### src/rtl/result_image_writer_pkg.sv
// Shared image geometry, widths and FSM encoding for the result image writer.
package result_image_writer_pkg;

    localparam int IMG_W        = 100;
    localparam int IMG_H        = 100;
    localparam int PIX_W        = 8;
    localparam int ADDR_W       = 14;
    localparam int BCNT_W       = 10;
    localparam int INTERIOR_PIX = (IMG_W - 2) * (IMG_H - 2);
    localparam int BORDER_PIX   = 2 * IMG_W + 2 * (IMG_H - 2);

    localparam logic [0:0] ST_ACTIVE = 1'b0;
    localparam logic [0:0] ST_DONE   = 1'b1;

    // Compile-time address constants only; the datapath never multiplies.
    function automatic logic [ADDR_W-1:0] pix_addr(input int row, input int col);
        return ADDR_W'(row * IMG_W + col);
    endfunction

endpackage

### src/rtl/result_image_writer_if.sv
// Pixel input stream, BRAM write port and status flags of the result image writer.
interface result_image_writer_if;
    import result_image_writer_pkg::*;

    logic              start;
    logic              in_valid;
    logic [PIX_W-1:0]  in_pixel;
    logic              wr_en;
    logic [ADDR_W-1:0] wr_addr;
    logic [PIX_W-1:0]  wr_data;
    logic [ADDR_W-1:0] pixel_count;
    logic              frame_done;
    logic              overflow_err;

    modport master (
        output start, in_valid, in_pixel,
        input  wr_en, wr_addr, wr_data, pixel_count, frame_done, overflow_err
    );

    modport slave (
        input  start, in_valid, in_pixel,
        output wr_en, wr_addr, wr_data, pixel_count, frame_done, overflow_err
    );

endinterface

### src/rtl/result_image_writer_border_addr_gen.sv
// Walks the image border (top row, bottom row, left column, right column) one address per advance.
module result_image_writer_border_addr_gen
    import result_image_writer_pkg::*;
(
    input  logic              clk,
    input  logic              rst,
    input  logic              clear_i,
    input  logic              advance_i,
    output logic [ADDR_W-1:0] addr_o,
    output logic              done_o
);

    localparam logic [BCNT_W-1:0] SEG1_CNT = BCNT_W'(IMG_W);
    localparam logic [BCNT_W-1:0] SEG2_CNT = BCNT_W'(2 * IMG_W);
    localparam logic [BCNT_W-1:0] SEG3_CNT = BCNT_W'(2 * IMG_W + IMG_H - 2);
    localparam logic [BCNT_W-1:0] END_CNT  = BCNT_W'(BORDER_PIX);
    localparam logic [ADDR_W-1:0] SEG1_ADDR = pix_addr(IMG_H - 1, 0);
    localparam logic [ADDR_W-1:0] SEG2_ADDR = pix_addr(1, 0);
    localparam logic [ADDR_W-1:0] SEG3_ADDR = pix_addr(1, IMG_W - 1);
    localparam logic [ADDR_W-1:0] COL_STEP  = ADDR_W'(IMG_W);

    logic [BCNT_W-1:0] cnt_q, cnt_d, cnt_inc;
    logic [ADDR_W-1:0] addr_q, addr_d;

    // Rows step by +1, columns by +IMG_W; segment starts are loaded as constants.
    always_comb begin
        cnt_inc = cnt_q + BCNT_W'(1);
        cnt_d   = cnt_q;
        addr_d  = addr_q;
        if (clear_i) begin
            cnt_d  = '0;
            addr_d = '0;
        end else if (advance_i && !done_o) begin
            cnt_d = cnt_inc;
            if (cnt_inc == SEG1_CNT)      addr_d = SEG1_ADDR;
            else if (cnt_inc == SEG2_CNT) addr_d = SEG2_ADDR;
            else if (cnt_inc == SEG3_CNT) addr_d = SEG3_ADDR;
            else if (cnt_inc < SEG2_CNT)  addr_d = addr_q + ADDR_W'(1);
            else                          addr_d = addr_q + COL_STEP;
        end
    end

    always_ff @(posedge clk) begin
        if (rst) begin
            cnt_q  <= '0;
            addr_q <= '0;
        end else begin
            cnt_q  <= cnt_d;
            addr_q <= addr_d;
        end
    end

    assign addr_o = addr_q;
    assign done_o = (cnt_q == END_CNT);

endmodule

### src/rtl/result_image_writer.sv
// Stores filtered interior pixels into the output image BRAM, fills the border in idle cycles.
module result_image_writer
    import result_image_writer_pkg::*;
#(
    parameter logic [PIX_W-1:0] BORDER_VAL = '0
) (
    input  logic                  clk,
    input  logic                  rst,
    result_image_writer_if.slave  io
);

    localparam logic [ADDR_W-1:0] INT_START = pix_addr(1, 1);
    localparam logic [ADDR_W-1:0] FIRST_COL = ADDR_W'(1);
    localparam logic [ADDR_W-1:0] LAST_COL  = ADDR_W'(IMG_W - 2);
    localparam logic [ADDR_W-1:0] ROW_SKIP  = ADDR_W'(3);
    localparam logic [ADDR_W-1:0] INT_TOTAL = ADDR_W'(INTERIOR_PIX);

    logic [0:0]        state_q, state_d;
    logic [ADDR_W-1:0] int_addr_q, int_addr_d;
    logic [ADDR_W-1:0] col_q, col_d;
    logic [ADDR_W-1:0] pix_cnt_q, pix_cnt_d;
    logic              wr_en_q, wr_en_d;
    logic [ADDR_W-1:0] wr_addr_q, wr_addr_d;
    logic [PIX_W-1:0]  wr_data_q, wr_data_d;
    logic              ovf_q, ovf_d;
    logic [ADDR_W-1:0] bord_addr;
    logic              bord_done, bord_adv, bord_clr, int_full;

    assign int_full = (pix_cnt_q == INT_TOTAL);

    result_image_writer_border_addr_gen u_border (
        .clk       (clk),
        .rst       (rst),
        .clear_i   (bord_clr),
        .advance_i (bord_adv),
        .addr_o    (bord_addr),
        .done_o    (bord_done)
    );

    always_comb begin
        state_d    = state_q;
        int_addr_d = int_addr_q;
        col_d      = col_q;
        pix_cnt_d  = pix_cnt_q;
        wr_en_d    = 1'b0;
        wr_addr_d  = wr_addr_q;
        wr_data_d  = wr_data_q;
        ovf_d      = ovf_q;
        bord_adv   = 1'b0;
        bord_clr   = 1'b0;
        if (state_q == ST_ACTIVE) begin
            if (int_full && bord_done) state_d = ST_DONE;
            // Interior pixels always win the single write port; the border only uses idle slots.
            if (io.in_valid && !int_full) begin
                wr_en_d   = 1'b1;
                wr_addr_d = int_addr_q;
                wr_data_d = io.in_pixel;
                pix_cnt_d = pix_cnt_q + ADDR_W'(1);
                if (col_q == LAST_COL) begin
                    int_addr_d = int_addr_q + ROW_SKIP;
                    col_d      = FIRST_COL;
                end else begin
                    int_addr_d = int_addr_q + ADDR_W'(1);
                    col_d      = col_q + ADDR_W'(1);
                end
            end else begin
                if (io.in_valid) ovf_d = 1'b1;
                if (!bord_done) begin
                    wr_en_d   = 1'b1;
                    wr_addr_d = bord_addr;
                    wr_data_d = BORDER_VAL;
                    bord_adv  = 1'b1;
                end
            end
        end else begin
            if (io.in_valid) ovf_d = 1'b1;
            if (io.start) begin
                state_d    = ST_ACTIVE;
                int_addr_d = INT_START;
                col_d      = FIRST_COL;
                pix_cnt_d  = '0;
                bord_clr   = 1'b1;
            end
        end
    end

    always_ff @(posedge clk) begin
        if (rst) begin
            state_q    <= ST_ACTIVE;
            int_addr_q <= INT_START;
            col_q      <= FIRST_COL;
            pix_cnt_q  <= '0;
            wr_en_q    <= 1'b0;
            wr_addr_q  <= '0;
            wr_data_q  <= '0;
            ovf_q      <= 1'b0;
        end else begin
            state_q    <= state_d;
            int_addr_q <= int_addr_d;
            col_q      <= col_d;
            pix_cnt_q  <= pix_cnt_d;
            wr_en_q    <= wr_en_d;
            wr_addr_q  <= wr_addr_d;
            wr_data_q  <= wr_data_d;
            ovf_q      <= ovf_d;
        end
    end

    assign io.wr_en        = wr_en_q;
    assign io.wr_addr      = wr_addr_q;
    assign io.wr_data      = wr_data_q;
    assign io.pixel_count  = pix_cnt_q;
    assign io.frame_done   = (state_q == ST_DONE);
    assign io.overflow_err = ovf_q;

endmodule

### src/flat_wrapper.sv
// flat-port wrapper written by rule: the top's interface ports become plain ports
module result_image_writer_flat import result_image_writer_pkg::*;
#(
    parameter logic [PIX_W-1:0] BORDER_VAL = '0
)
  (clk, rst, io_start, io_in_valid, io_in_pixel, io_wr_en, io_wr_addr, io_wr_data, io_pixel_count, io_frame_done, io_overflow_err);
  result_image_writer_if io_i ();
  input  logic clk;
  input  logic rst;
  input wire logic [$bits(io_i.start)-1:0] io_start;
  input wire logic [$bits(io_i.in_valid)-1:0] io_in_valid;
  input wire logic [$bits(io_i.in_pixel)-1:0] io_in_pixel;
  output wire logic [$bits(io_i.wr_en)-1:0] io_wr_en;
  output wire logic [$bits(io_i.wr_addr)-1:0] io_wr_addr;
  output wire logic [$bits(io_i.wr_data)-1:0] io_wr_data;
  output wire logic [$bits(io_i.pixel_count)-1:0] io_pixel_count;
  output wire logic [$bits(io_i.frame_done)-1:0] io_frame_done;
  output wire logic [$bits(io_i.overflow_err)-1:0] io_overflow_err;
  assign io_i.start = io_start;
  assign io_i.in_valid = io_in_valid;
  assign io_i.in_pixel = io_in_pixel;
  assign io_wr_en = io_i.wr_en;
  assign io_wr_addr = io_i.wr_addr;
  assign io_wr_data = io_i.wr_data;
  assign io_pixel_count = io_i.pixel_count;
  assign io_frame_done = io_i.frame_done;
  assign io_overflow_err = io_i.overflow_err;
  result_image_writer #(.BORDER_VAL(BORDER_VAL)) u_core (.clk(clk), .rst(rst), .io(io_i));
endmodule
### config.mk
export PLATFORM = sky130hd
export DESIGN_NAME = result_image_writer_flat
export DESIGN_NICKNAME = d
export VERILOG_FILES = /design/src/rtl/result_image_writer_pkg.sv /design/src/rtl/result_image_writer_if.sv /design/src/rtl/result_image_writer_border_addr_gen.sv /design/src/rtl/result_image_writer.sv /design/src/flat_wrapper.sv
export SDC_FILE = /design/constraint.sdc
export NUM_CORES = 1
export LEC_CHECK = 0
export BUFFER_PORTS_ARGS = -buffer_cell sky130_fd_sc_hd__buf_4
export CAP_MARGIN = 10
export CORE_ASPECT_RATIO = 2
export CORE_UTILIZATION = 50
export CTS_BUF_LIST = sky130_fd_sc_hd__clkbuf_4 sky130_fd_sc_hd__clkbuf_8 sky130_fd_sc_hd__clkbuf_16
export DETAILED_ROUTE_END_ITERATION = 12
export GPL_TIMING_DRIVEN = 0
export PLACE_DENSITY = 0.65
export SETUP_SLACK_MARGIN = 0.4
export SYNTH_ARGS = -nofsm -noshare
export SYNTH_HDL_FRONTEND = slang
export SYNTH_HIERARCHICAL = 1
export SYNTH_SLANG_ARGS = --single-unit
### constraint.sdc
create_clock -name clk -period 3.3 [get_ports clk]
set_input_delay 0.66 -clock clk [delete_from_list [all_inputs] [get_ports clk]]
set_output_delay 0.66 -clock clk [all_outputs]
set_load 0.005 [all_outputs]
Word level (Yosys, flattened, before mapping)
Cells that the tools add are included.
{ "totals": {"ff_bits": 91, "latch_bits": 0, "ram_bits": 0, "rom_bits": 0, "in_bits": 12, "out_inout_bits": 39, "word_cells": 69, "mem_count": 0} }
{ "classes": {"add_sub_neg": 7, "multipliers": 0, "n_div": 0, "n_lt_le_gt_ge": 1, "eq_ne": 9, "shift": 0, "n_mux": 31, "n_bitwise": 1, "reduce_logical": 10} }
{ "ops": {"columns": ["cell", "count"], "rows": [
  ["$mux W14", 17],
  ["$add A14 B1 Y14 const B", 4],
  ["$eq A10 B9 Y1 const B", 2],
  ["$mux W8", 2],
  ["$add A14 B2 Y14 const B", 1],
  ["$add A14 B7 Y14 const B", 1],
  ["$eq A14 B14 Y1 const B", 1],
  ["$eq A14 B7 Y1 const B", 1],
  ["$mux W1", 12],
  ["$add A10 B1 Y10 const B", 1],
  ["$eq A10 B7 Y1 const B", 1],
  ["$eq A10 B8 Y1 const B", 1],
  ["$lt A10 B8 Y1 const B", 1],
  ["$ne A2 B2 Y1 const B", 2],
  ["$reduce_and A2 Y1", 2],
  ["$reduce_or A2 Y1", 2],
  ["$logic_and A1 B1 Y1", 3],
  ["$logic_not A1 Y1", 2],
  ["$ne A2 B1 Y1 const B", 1],
  ["$reduce_bool A2 Y1", 1],
  ["$not A1 Y1", 1]
]} }

Longest topological paths before layout
{ "depth": {"depth_word": 6, "depth_mapped": 11, "mapped_depth_nobuf": 11} }

By module
Netlist, hierarchy kept.
{ "modules_own_cells": {"columns": ["mod", "instances", "cells_per_inst", "area_each_um2", "seq_area_each_um2"], "rows": [
  ["result_image_writer", 1, 393, 3296.9, 1341.3],
  ["result_image_writer_border_addr_gen", 1, 262, 2020.7, 480.5]
]} }

Worst setup path after synthesis
No wires, ideal clock.
{ "synth_timing": {"path_kind": "flip-flop to flip-flop", "startpoint": "register u_core.pix_cnt_q[2], in the netlist u_core/io.pixel_count[2]", "endpoint": "register u_core.u_border.addr_q[8], in the netlist u_core/u_border/addr_o[8]", "arrival_time_ps": 2529, "required_time_ps": 3213, "setup_slack_ps": 684, "path_stages_with_launch": 11, "path_buffers": 3, "period_less_slack_ps": 2616, "path_cell_list": "dfxtp_1 buf_2 nor4b_1 a41oi_1 clkbuf_1 nor3_1 inv_1 nor2_1 clkbuf_1 nand2_1 o31ai_1"} }
{ "synth_via": {"elab_chain_cells": 6} }
{ "synth_lines": {"columns": ["element", "line", "rtl"], "rows": [
  ["start, declared", "result_image_writer.sv:21", "logic [ADDR_W-1:0] pix_cnt_q, pix_cnt_d;"],
  ["start signal, assigned", "result_image_writer.sv:101", "pix_cnt_q <= pix_cnt_d;"],
  ["$eq A14 B14 Y1", "result_image_writer.sv:29", "assign int_full = (pix_cnt_q == INT_TOTAL);"],
  ["$logic_not A1 Y1", "result_image_writer.sv:54", "if (io.in_valid && !int_full) begin"],
  ["$logic_and A1 B1 Y1", "result_image_writer.sv:54", null],
  ["$mux W1", "result_image_writer.sv:54", null],
  ["$mux W1", "result_image_writer.sv:51", "if (state_q == ST_ACTIVE) begin"],
  ["via u_core.bord_adv", "result_image_writer.sv:27", "logic bord_done, bord_adv, bord_clr, int_full;"],
  ["$logic_and A1 B1 Y1", "result_image_writer_border_addr_gen.sv:33", "end else if (advance_i && !done_o) begin"],
  ["end signal, assigned", "result_image_writer_border_addr_gen.sv:49", "addr_q <= addr_d;"],
  ["end, declared", "result_image_writer_border_addr_gen.sv:23", "logic [ADDR_W-1:0] addr_q, addr_d;"]
]} }
The timed path passes the listed nets, and every way through them passes these cells.
A chain may end at the register's enable or synchronous reset.

Final worst setup path
{ "layout_timing": {"startpoint": "register u_core.u_border.cnt_q[2]", "endpoint": "register u_core.u_border.addr_q[11], in the netlist u_core/u_border/addr_o[11]"} }
{ "layout_via": {"elab_chain_cells": 6} }
{ "layout_lines": {"columns": ["element", "line", "rtl"], "rows": [
  ["start, declared", "result_image_writer_border_addr_gen.sv:22", "logic [BCNT_W-1:0] cnt_q, cnt_d, cnt_inc;"],
  ["start signal, assigned", "result_image_writer_border_addr_gen.sv:48", "cnt_q <= cnt_d;"],
  ["$add A10 B1 Y10", "result_image_writer_border_addr_gen.sv:27", "cnt_inc = cnt_q + BCNT_W'(1);"],
  ["$lt A10 B8 Y1", "result_image_writer_border_addr_gen.sv:38", "else if (cnt_inc < SEG2_CNT) addr_d = addr_q + ADDR_W'(1);"],
  ["$mux W14", "result_image_writer_border_addr_gen.sv:38", null],
  ["$mux W14", "result_image_writer_border_addr_gen.sv:37", "else if (cnt_inc == SEG3_CNT) addr_d = SEG3_ADDR;"],
  ["$mux W14", "result_image_writer_border_addr_gen.sv:36", "else if (cnt_inc == SEG2_CNT) addr_d = SEG2_ADDR;"],
  ["$mux W14", "result_image_writer_border_addr_gen.sv:35", "if (cnt_inc == SEG1_CNT) addr_d = SEG1_ADDR;"]
]} }
Parallel ways exist; a longest one is shown, timed or not.

==> flow_summary.json <==
{
  "dp_worst_setup_slack_ps": -493,
  "slew_violations": 0,
  "ys_seq_area_share_pct": 34.3,
  "cts_tree": "yes",
  "syn_area_um2": 5320,
  "ir_drop_mv": 0.263,
  "via_per_inst": 6.30,
  "endpoint_kind": "register",
  "hold_end": "u_core/io.overflow_err",
  "io_pins": 51,
  "synth_edf_count": 0,
  "cts_sinks": 91,
  "period_minus_slack_ps": 2800,
  "synth.area.top_cells": "dfxtp_1 34%, nand2_1 5.7%, a21oi_1 4.7%",
  "final-instance-count-excl-fill": 861,
  "drt_iter0_markers": 313,
  "reg2reg_depth": 8,
  "fin_setup_tns_ps": 0,
  "area_delta_synth_final_pct": 18.5,
  "dp_cells": 840,
  "reg2reg_from": "u_core/u_border/cnt_q[2]",
  "hold_viol": 0,
  "highest-signal-layer": "met4",
  "groute.usage.overall_pct": 30.3,
  "ys_seq_elements": 91,
  "final_util_pct": 61.7,
  "gp_congestion": 0.906,
  "layout_commonest_cell": "dfxtp_1",
  "core_um2": 10200,
  "pwr_density_cell_nw_per_um2": 378,
  "drtAntennaViolNets": 0,
  "timing.fmax_mhz": 358,
  "rsz0062_at_grt": "yes",
  "setup_viol": 0,
  "worst_slack_ps": 505,
  "synthArstFlopShare_pct": 0,
  "wl_met2_um": 9250,
  "nets": 745,
  "min_path_cells": 2,
  "required_ps": 3580,
  "yosysWarnings": 6,
  "fin_area_um2": 6300,
  "die_w_um": 74.9,
  "fp.dieArea_um2": 11100,
  "wl_met1_um": 5730,
  "grt_pass1_vias": 5102,
  "r2r_setup_slack_ps": 500,
  "hold-worst-slack_ps": 453,
  "start_util_pct": 52.1,
  "start_kind": "register",
  "clockBufferDepth": 2,
  "drv_cap": 0,
  "slew_headroom_pct": 30.5,
  "worstSkewPairLatency_ps": 340,
  "die_h_um": 148,
  "cts.clk_slew.worst_paths_ps": 70,
  "crit_type": "register to register",
  "skew_ps": 8.16,
  "tightest_slew_ps": 1030,
  "drt_wl_total_um": 16300,
  "drc": 0,
  "final_layout_size_suffix_gt1_share_pct": 19.7,
  "ys_types": 78,
  "outcome": "complete, no violations",
  "antenna_found_initial": 0,
  "finalCritPeriodShare_pct": 84.7,
  "r2r_end": "u_core/u_border/addr_o[11]",
  "grt_overflow": 0,
  "cts_inserted_buffers": 9,
  "p_total_mw": 2.38,
  "placed_area_um2": 5860,
  "root_buffer": "clkbuf_16",
  "htreeDepth": 3,
  "wl_met3_um": 584,
  "synth_top_flop_cell": "dfxtp_1",
  "final_cell_mix": "91 x dfxtp_1, 81 x nand2_1, 57 x buf_4",
  "io_buffers": 50,
  "p_leak_nw": 2.40,
  "grt_pass1_wl_um": 25600,
  "synthesis.nets": 679,
  "min_path_type": "register to register",
  "avgSynthCellArea_um2": 8.12,
  "yosysTopAreaCell": "dfxtp_1",
  "drt_pass1_iterations": 6,
  "crit_arrival_ps": 3070,
  "routedWlPerCell_um": 18.9,
  "grt_max_degree": 16,
  "dp_hpwl_um": 12300,
  "syn_inst": 655,
  "path_max_fanout": 10,
  "synth_top_area_share_pct": 34.3,
  "num_vias": 5421,
  "antenna_cells": 0,
  "min_from": "u_core/io.overflow_err",
  "std_cell_rows": 52
}
-- where the power goes --
| group | internal, mW | switching, mW |
|---|---|---|
| combinational | 0.0817 | 0.133 |
| sequential | 1.12 | 0.0305 |
| clock | 0.565 | 0.448 |
| total | 1.77 | 0.612 |
-- synthesized netlist by cell type, types with 5 or more instances --
cell,number
a21oi_1,50
a311oi_2,14
a31oi_1,11
a41oi_1,7
and3_1,11
buf_2,15
clkbuf_1,17
dfxtp_1,91
ha_1,11
inv_1,20
nand2_1,81
nand2b_1,17
nand3_1,33
nand4_1,18
nand4b_1,5
nor2_1,58
nor3_1,16
nor3b_1,5
nor4_1,8
o211ai_1,6
o21ai_0,28
o31ai_1,7
or3_1,14
or4_1,6
xnor2_1,11
xor2_1,6
-- cell families (layout without fill, tap and decap cells) --
logic type	count (synthesis)	in the layout	synth area share, %
XOR/XNOR	17	17	2.80
adder cells (fa/ha/maj)	12	12	2.96
AO/OA/AOI/OAI	168	168	23.4
buffers and inverters	60	131	5.01
multiplexers	4	4	0.753
AND/OR/NAND/NOR	303	303	30.8
flip-flops	91	91	34.3
-- worst max-delay path by stage --
stage / start / to / slack [ps] / cells past startpoint
3_3_place_gp: u_core/io.pixel_count[2] / u_core/u_border/addr_o[8] / -400 / 10
2_1_floorplan: u_core/io.pixel_count[2] / u_core/u_border/addr_o[8] / 680 / 10
5_1_grt: u_core/u_border/cnt_q[2] / u_core/u_border/addr_o[0] / 260 / 7
3_5_place_dp: u_core/io.pixel_count[2] / u_core/u_border/addr_o[8] / -490 / 10
4_1_cts: u_core/u_border/cnt_q[0] / u_core/u_border/addr_o[7] / 400 / 9
6_report: u_core/u_border/cnt_q[2] / u_core/u_border/addr_o[11] / 500 / 8
-- layout make-up --
type | instances | area (um2)
plain buffers | 40 | 203
flip-flops and latches | 91 | 1820
repair buffers | 55 | 413
clock buffers | 12 | 260
inverters | 20 | 75.1
well taps | 135 | 169
clock inverters | 4 | 32.5
fillers | 945 | 3910
multi-input cells | 504 | 3330
-- timing repair --
| action | in CTS | in global routing |
|---|---|---|
| gates resized for setup | 12 | 14 |
| setup buffers | 1 | 4 |
| hold buffers | 0 | 0 |
| pin swaps | 3 | 2 |
| setup endpoints to repair | 26 | 22 |
-- sequential cells by signal, indices dropped and copies added (netlist names) --
signal / count
u_core/io.wr_en: 1
u_core/io.wr_addr: 14
u_core/u_border/cnt_q: 10
u_core/io.overflow_err: 1
u_core/io.frame_done: 1
u_core/int_addr_q: 14
u_core/col_q: 14
u_core/u_border/addr_o: 14
u_core/io.wr_data: 8
u_core/io.pixel_count: 14
-- metal layers --
layer,up-vias,track usage [%]
met1,2633,30.1
met4,0,16.4
met3,44,4.16
met5,-,0
met2,181,57.2
li1,2563,-
-- critical path: stages (launching register included) --
cell and delay [ps]:
dfxtp_1 410, buf_2 250, nand3_1 230, o21ai_0 440, a21boi_0 170, nor4b_4 200
or4_1 610, a311o_1 360, o211ai_2 60
(Power assumes the default switching activity.)
